<file path="src/rtl/wb_pkg.sv">
// Shared write-back stage encodings and the stage-register payload layout.
package wb_pkg;

    localparam int unsigned XLEN   = 32;
    localparam int unsigned REG_AW = 5;

    typedef enum logic [1:0] {
        WB_ALU  = 2'b00,
        WB_MEM  = 2'b01,
        WB_LINK = 2'b10,
        WB_RSVD = 2'b11
    } wb_sel_e;

    typedef enum logic [2:0] {
        LD_W  = 3'b000,
        LD_B  = 3'b001,
        LD_BU = 3'b010,
        LD_H  = 3'b011,
        LD_HU = 3'b100
    } ld_type_e;

    typedef struct packed {
        logic              valid;
        logic              regwrite;
        logic [REG_AW-1:0] wreg;
        logic [1:0]        wb_sel;
        logic [2:0]        ld_type;
        logic [1:0]        byte_off;
        logic [XLEN-1:0]   alu_res;
        logic [XLEN-1:0]   mem_rdata;
        logic [XLEN-1:0]   link_addr;
    } wb_payload_t;

endpackage

</file>
<file path="src/rtl/load_align.sv">
// Little-endian load extraction: picks the byte/halfword lane and extends it.
module load_align
    import wb_pkg::*;
(
    input  logic [31:0] mem_rdata,
    input  logic [2:0]  ld_type,
    input  logic [1:0]  byte_off,
    output logic [31:0] ld_data
);

    logic [7:0]  lane_b;
    logic [15:0] lane_h;

    always_comb begin
        lane_b = mem_rdata[7:0];
        case (byte_off)
            2'd0:    lane_b = mem_rdata[7:0];
            2'd1:    lane_b = mem_rdata[15:8];
            2'd2:    lane_b = mem_rdata[23:16];
            default: lane_b = mem_rdata[31:24];
        endcase
    end

    // Halfword lane ignores byte_off[0]; misalignment is trapped upstream.
    assign lane_h = byte_off[1] ? mem_rdata[31:16] : mem_rdata[15:0];

    always_comb begin
        ld_data = mem_rdata;
        case (ld_type)
            LD_B:    ld_data = {{24{lane_b[7]}}, lane_b};
            LD_BU:   ld_data = {24'd0, lane_b};
            LD_H:    ld_data = {{16{lane_h[15]}}, lane_h};
            LD_HU:   ld_data = {16'd0, lane_h};
            default: ld_data = mem_rdata;
        endcase
    end

endmodule

</file>
<file path="src/rtl/wb_stage.sv">
// Write-back pipeline stage: one stage register feeding the register-file write port.
module wb_stage
    import wb_pkg::*;
(
    input  logic        clk,
    input  logic        rst_n,
    input  logic        stall,
    input  logic        flush,
    input  logic        in_valid,
    input  logic [31:0] alu_res,
    input  logic [31:0] mem_rdata,
    input  logic [31:0] link_addr,
    input  logic [1:0]  wb_sel,
    input  logic [2:0]  ld_type,
    input  logic [1:0]  byte_off,
    input  logic        regwrite,
    input  logic [4:0]  wreg,
    output logic        rf_we,
    output logic [4:0]  rf_waddr,
    output logic [31:0] rf_wdata,
    output logic        wb_valid
);

    wb_payload_t d;
    wb_payload_t q;
    logic [XLEN-1:0] ld_data;

    always_comb begin
        d           = '0;
        d.valid     = in_valid;
        d.regwrite  = regwrite;
        d.wreg      = wreg;
        d.wb_sel    = wb_sel;
        d.ld_type   = ld_type;
        d.byte_off  = byte_off;
        d.alu_res   = alu_res;
        d.mem_rdata = mem_rdata;
        d.link_addr = link_addr;
    end

    // Flush kills the entering instruction even while stalled; data fields are don't-care then.
    always_ff @(posedge clk or negedge rst_n) begin
        if (!rst_n) begin
            q <= '0;
        end else if (flush) begin
            q.valid    <= 1'b0;
            q.regwrite <= 1'b0;
        end else if (!stall) begin
            q <= d;
        end
    end

    load_align u_load_align (
        .mem_rdata (q.mem_rdata),
        .ld_type   (q.ld_type),
        .byte_off  (q.byte_off),
        .ld_data   (ld_data)
    );

    always_comb begin
        rf_wdata = q.alu_res;
        case (q.wb_sel)
            WB_MEM:  rf_wdata = ld_data;
            WB_LINK: rf_wdata = q.link_addr;
            default: rf_wdata = q.alu_res;
        endcase
    end

    assign rf_waddr = q.wreg;
    assign wb_valid = q.valid;
    assign rf_we    = q.valid & q.regwrite & (q.wreg != 5'd0);

endmodule

</file>
<file path="config.mk">
export PLATFORM = sky130hd
export DESIGN_NAME = wb_stage
export DESIGN_NICKNAME = d
export VERILOG_FILES = /design/src/rtl/wb_pkg.sv /design/src/rtl/load_align.sv /design/src/rtl/wb_stage.sv
export SDC_FILE = /design/constraint.sdc
export NUM_CORES = 1
export LEC_CHECK = 0
export CAP_MARGIN = 0
export CORE_ASPECT_RATIO = 0.9
export CORE_MARGIN = 1.5
export CORE_UTILIZATION = 40
export CTS_BUF_LIST = sky130_fd_sc_hd__clkbuf_2
export DETAILED_ROUTE_END_ITERATION = 10
export PLACE_DENSITY = 0.75
export SLEW_MARGIN = 15
export SYNTH_ARGS = -nofsm -noshare
export SYNTH_HDL_FRONTEND = slang
export SYNTH_SLANG_ARGS = --single-unit
</file>
<file path="constraint.sdc">
create_clock -name clk -period 2.3 [get_ports clk]
set_input_delay 0.575 -clock clk [delete_from_list [all_inputs] [get_ports clk]]
set_output_delay 0.575 -clock clk [all_outputs]
set_load 0.01 [all_outputs]
</file>
==> flow_summary.yaml <==
setup_path:
  path_class: "flop to primary output"
  regToRegStartpoint: "q[96]$_DFFE_PN0P_"
  endpoint_kind: "primary output"
  cp_data_required_time_ns: 1.73
  r2r.worst_path.cells: 3
  worst_setup_path_endpoint: "rf_wdata[18]"
  crit_path_max_fanout: 7
  r2r_setup_slack_ns: 1.18
  r2r_end: "q[96]$_DFFE_PN0P_"
  sort_of_element_at_the_start_of_the_critical_path: "flop"
  crit_start: "q[96]$_DFFE_PN0P_"
  arrival_ns: 2.51
clock_network:
  tritoncts: "done"
  cts-buffers-inserted: 9
  cts.path.max_buffers: 2
  cts.clk_slew.worst_paths_ns: 0.29
  clock_tree.htree_level_count: 3
  cts_root_buf: "sky130_fd_sc_hd__clkbuf_2"
  cts_sinks: 110
  worst_skew_pair.late_latency_ns: 0.62
logic_synthesis:
  yosys_warnings: 0
  primary_flip_flop_cell_chosen_by_synthesis_mapping: "sky130_fd_sc_hd__dfrtp_1"
  number_of_synthesized_flops_with_an_enable_pin: 0
  synthesis.area_um2: 5490
  postSynth.asyncResetShare_pct: 100
  syn-instance-count: 442
  ys_seq_elements: 110
  synth.avg_cell_area_um2: 12.4
  synth_cell_types: 45
  syn-num-nets: 558
  synth.yosys.seq_area_share_pct: 50.1
sta:
  worst_clock_skew_ns: 0
  report.final.slew_viol_count: 0
  max_clock_freq_mhz: 324
  min_period_over_period_pct: 134
  post-route-min-period_ns: 3.09
  max_transition_margin_pct: 64.2
  grt_setup_unrepaired: "true"
  worst_slew_pin_slew_ns: 0.537
  final_hold_violating_endpoints: 0
  final-setup-viol-count: 33
  setup_ws_ns: -0.789
floorplan:
  core-area_um2: 13400
  die_outline_area_um2: 14400
  rows: 40
  initial_core_util_pct: 41.1
  dieHeight_um: 114
  die_w_um: 126
  pin_count: 153
placed_design:
  finalWeightedCongestion: 0.868
  dp_worst_setup_slack_ns: -0.610
  dp.final_hpwl_um: 11600
  io_buffers: 152
  post_dp_cell_area_um2: 7650
final_layout:
  fin_area_um2: 7970
  final_layout_size_suffix_gt1_share_pct: 44.4
  final_nets: 767
  synthToLayoutAreaGrowth_pct: 45.2
  fillCellCount: 1124
  antenna_cells_inserted: 0
global_routing:
  vias_in_the_first_global_route: 4689
  wire_length_of_the_first_global_routing_pass_um: 25200
  grt_max_degree: 37
  grt_antenna_before_repair: 0
  global_route.overflow_total: 0
  groute.usage.overall_pct: 22.9
routing:
  drt-total-wl_um: 16100
  detail_route.iter0.violations: 196
  antenna_violating_nets_post_route: 0
  routed-via-count: 4477
  routed_via_density: 5.43
  wl_per_cell_um: 19.5
  drt-pass1-iter-count: 4
  drc: 0
pwr:
  power.density_nw_per_um2: 721
  vdd_drop_max_mv: 0.549
  cellLeakagePower_nw: 3.35
run:
  drv_cap: 0
run_status:
  status: "finished, violations left"
  violations: "negative setup slack"
min_path:
  hold_class: "primary input to asynchronous set/reset pin"
[worst max-delay path, stage by stage (launching register included)]
cell	delay (ns)
sky130_fd_sc_hd__dfrtp_1	0.44
sky130_fd_sc_hd__mux4_2	0.56
sky130_fd_sc_hd__and2_4	0.17
sky130_fd_sc_hd__o211ai_4	0.27
sky130_fd_sc_hd__buf_6	0.20
sky130_fd_sc_hd__o221ai_2	0.09
sky130_fd_sc_hd__buf_2	0.15
[flip-flops by register name, indices dropped and copies added (netlist names)]
signal,flops
wb_valid,1
q,104
rf_waddr,5
[per-layer routing]
layer / track usage, % / vias up / wire length [µm]
met5: 0 / - / 0
met4: 8.66 / 0 / 369
met3: 6.50 / 27 / 1050
met2: 35.6 / 154 / 7370
met1: 30.5 / 2226 / 7290
li1: - / 2070 / -
[cells by family after synthesis]
logic type                 after synthesis  share of synthesized area [%]
muxes                                  121                           26.9
xor gates and xnor gates                 1                          0.160
and+or+nand+nor                         65                           5.79
AOI/OAI and AO/OA                      102                           12.4
DFF                                    110                           50.1
adders and majority gates                2                          0.456
buffers and inverters                   41                           4.22
[stage by stage]
step | util (%) | cells | hold WS, ns | power, mW | TNS [ns]
6_report | 59.6 | 824 | 0.398 | 5.74 | -23.21
3_5_place_dp | 57.3 | 793 | 0.496 | 4.65 | -13.65
3_3_place_gp | 57.3 | 793 | 0.491 | 4.60 | -13.15
5_1_grt | 59.6 | 824 | 0.382 | 6.05 | -26.51
2_1_floorplan | - | 442 | 0.279 | 3.46 | 0
4_1_cts | 58.9 | 821 | 0.363 | 5.69 | -24.78
[layout make-up]
cell class                      instances  area (µm²)  area share, %
Clock buffer                           11        55.1          0.691
Clock inverter                          5        81.3           1.02
Inverter                                3        11.3          0.141
Multi-Input combinational cell        291        2710           34.0
Sequential cell                       110        2760           34.6
Tap cell                              168         210           2.64
Timing Repair Buffer                  236        2150           26.9
[cells in the final DEF, fill, tap and decap left out, types with 3 or more instances in the layout]
master	n
sky130_fd_sc_hd__mux2_2	110
sky130_fd_sc_hd__nand3_1	6
sky130_fd_sc_hd__clkbuf_2	11
sky130_fd_sc_hd__o311ai_0	4
sky130_fd_sc_hd__a211oi_2	5
sky130_fd_sc_hd__o21ai_1	17
sky130_fd_sc_hd__buf_4	68
sky130_fd_sc_hd__a22oi_1	20
sky130_fd_sc_hd__buf_6	7
sky130_fd_sc_hd__o21ai_0	10
sky130_fd_sc_hd__clkdlybuf4s50_1	116
sky130_fd_sc_hd__o21ai_2	13
sky130_fd_sc_hd__buf_12	10
sky130_fd_sc_hd__nand2b_1	7
sky130_fd_sc_hd__o22ai_1	6
sky130_fd_sc_hd__nand2_1	16
sky130_fd_sc_hd__dfrtp_2	3
sky130_fd_sc_hd__nor2_1	23
sky130_fd_sc_hd__buf_2	32
sky130_fd_sc_hd__dfrtp_1	107
sky130_fd_sc_hd__mux4_1	7
sky130_fd_sc_hd__a21oi_1	6
[worst min-delay path by stage]
stage | slack (ns) | from | cells after the start | endpoint
2_1_floorplan | 0.28 | rst_n | 0 | q[0]$_DFFE_PN0P_
4_1_cts | 0.36 | rst_n | 2 | q[42]$_DFFE_PN0P_
5_1_grt | 0.38 | rst_n | 2 | q[42]$_DFFE_PN0P_
3_5_place_dp | 0.50 | q[6]$_DFFE_PN0P_ | 1 | q[6]$_DFFE_PN0P_
6_report | 0.40 | rst_n | 2 | q[42]$_DFFE_PN0P_
3_3_place_gp | 0.49 | q[7]$_DFFE_PN0P_ | 1 | q[7]$_DFFE_PN0P_
[power by group]
part           total (mW)  switching (mW)  internal, mW
registers            2.42           0.208          2.22
logic                2.30            1.05          1.25
clock network        1.02           0.653         0.370
[synth_stat cells, drive strengths merged, types with 3 or more instances]
library cell / count / area share, %
mux2: 110 / 23
a22oi: 21 / 2.9
o21ai: 42 / 3.8
o311ai: 5 / 0.80
inv: 3 / 0.21
nand2b: 7 / 0.80
buf: 21 / 2.3
mux2i: 3 / 0.55
nand2: 16 / 1.1
mux4: 8 / 3.8
nand3: 6 / 0.55
clkbuf: 16 / 1.1
a211oi: 5 / 0.68
a21oi: 7 / 0.64
o22ai: 8 / 0.91
nor2: 24 / 1.6
dfrtp: 110 / 50
[repair_timing]
item | 4_1_cts | 5_1_grt
pin swaps | 37 | 14
hold buffers | 1 | 0
gates cloned | 2 | 0
buffers inserted | 9 | 3
hold endpoints to repair | 33 | 0
resized for setup | 187 | 21
setup endpoints to repair | 33 | 35
(Power assumes the default switching activity.)
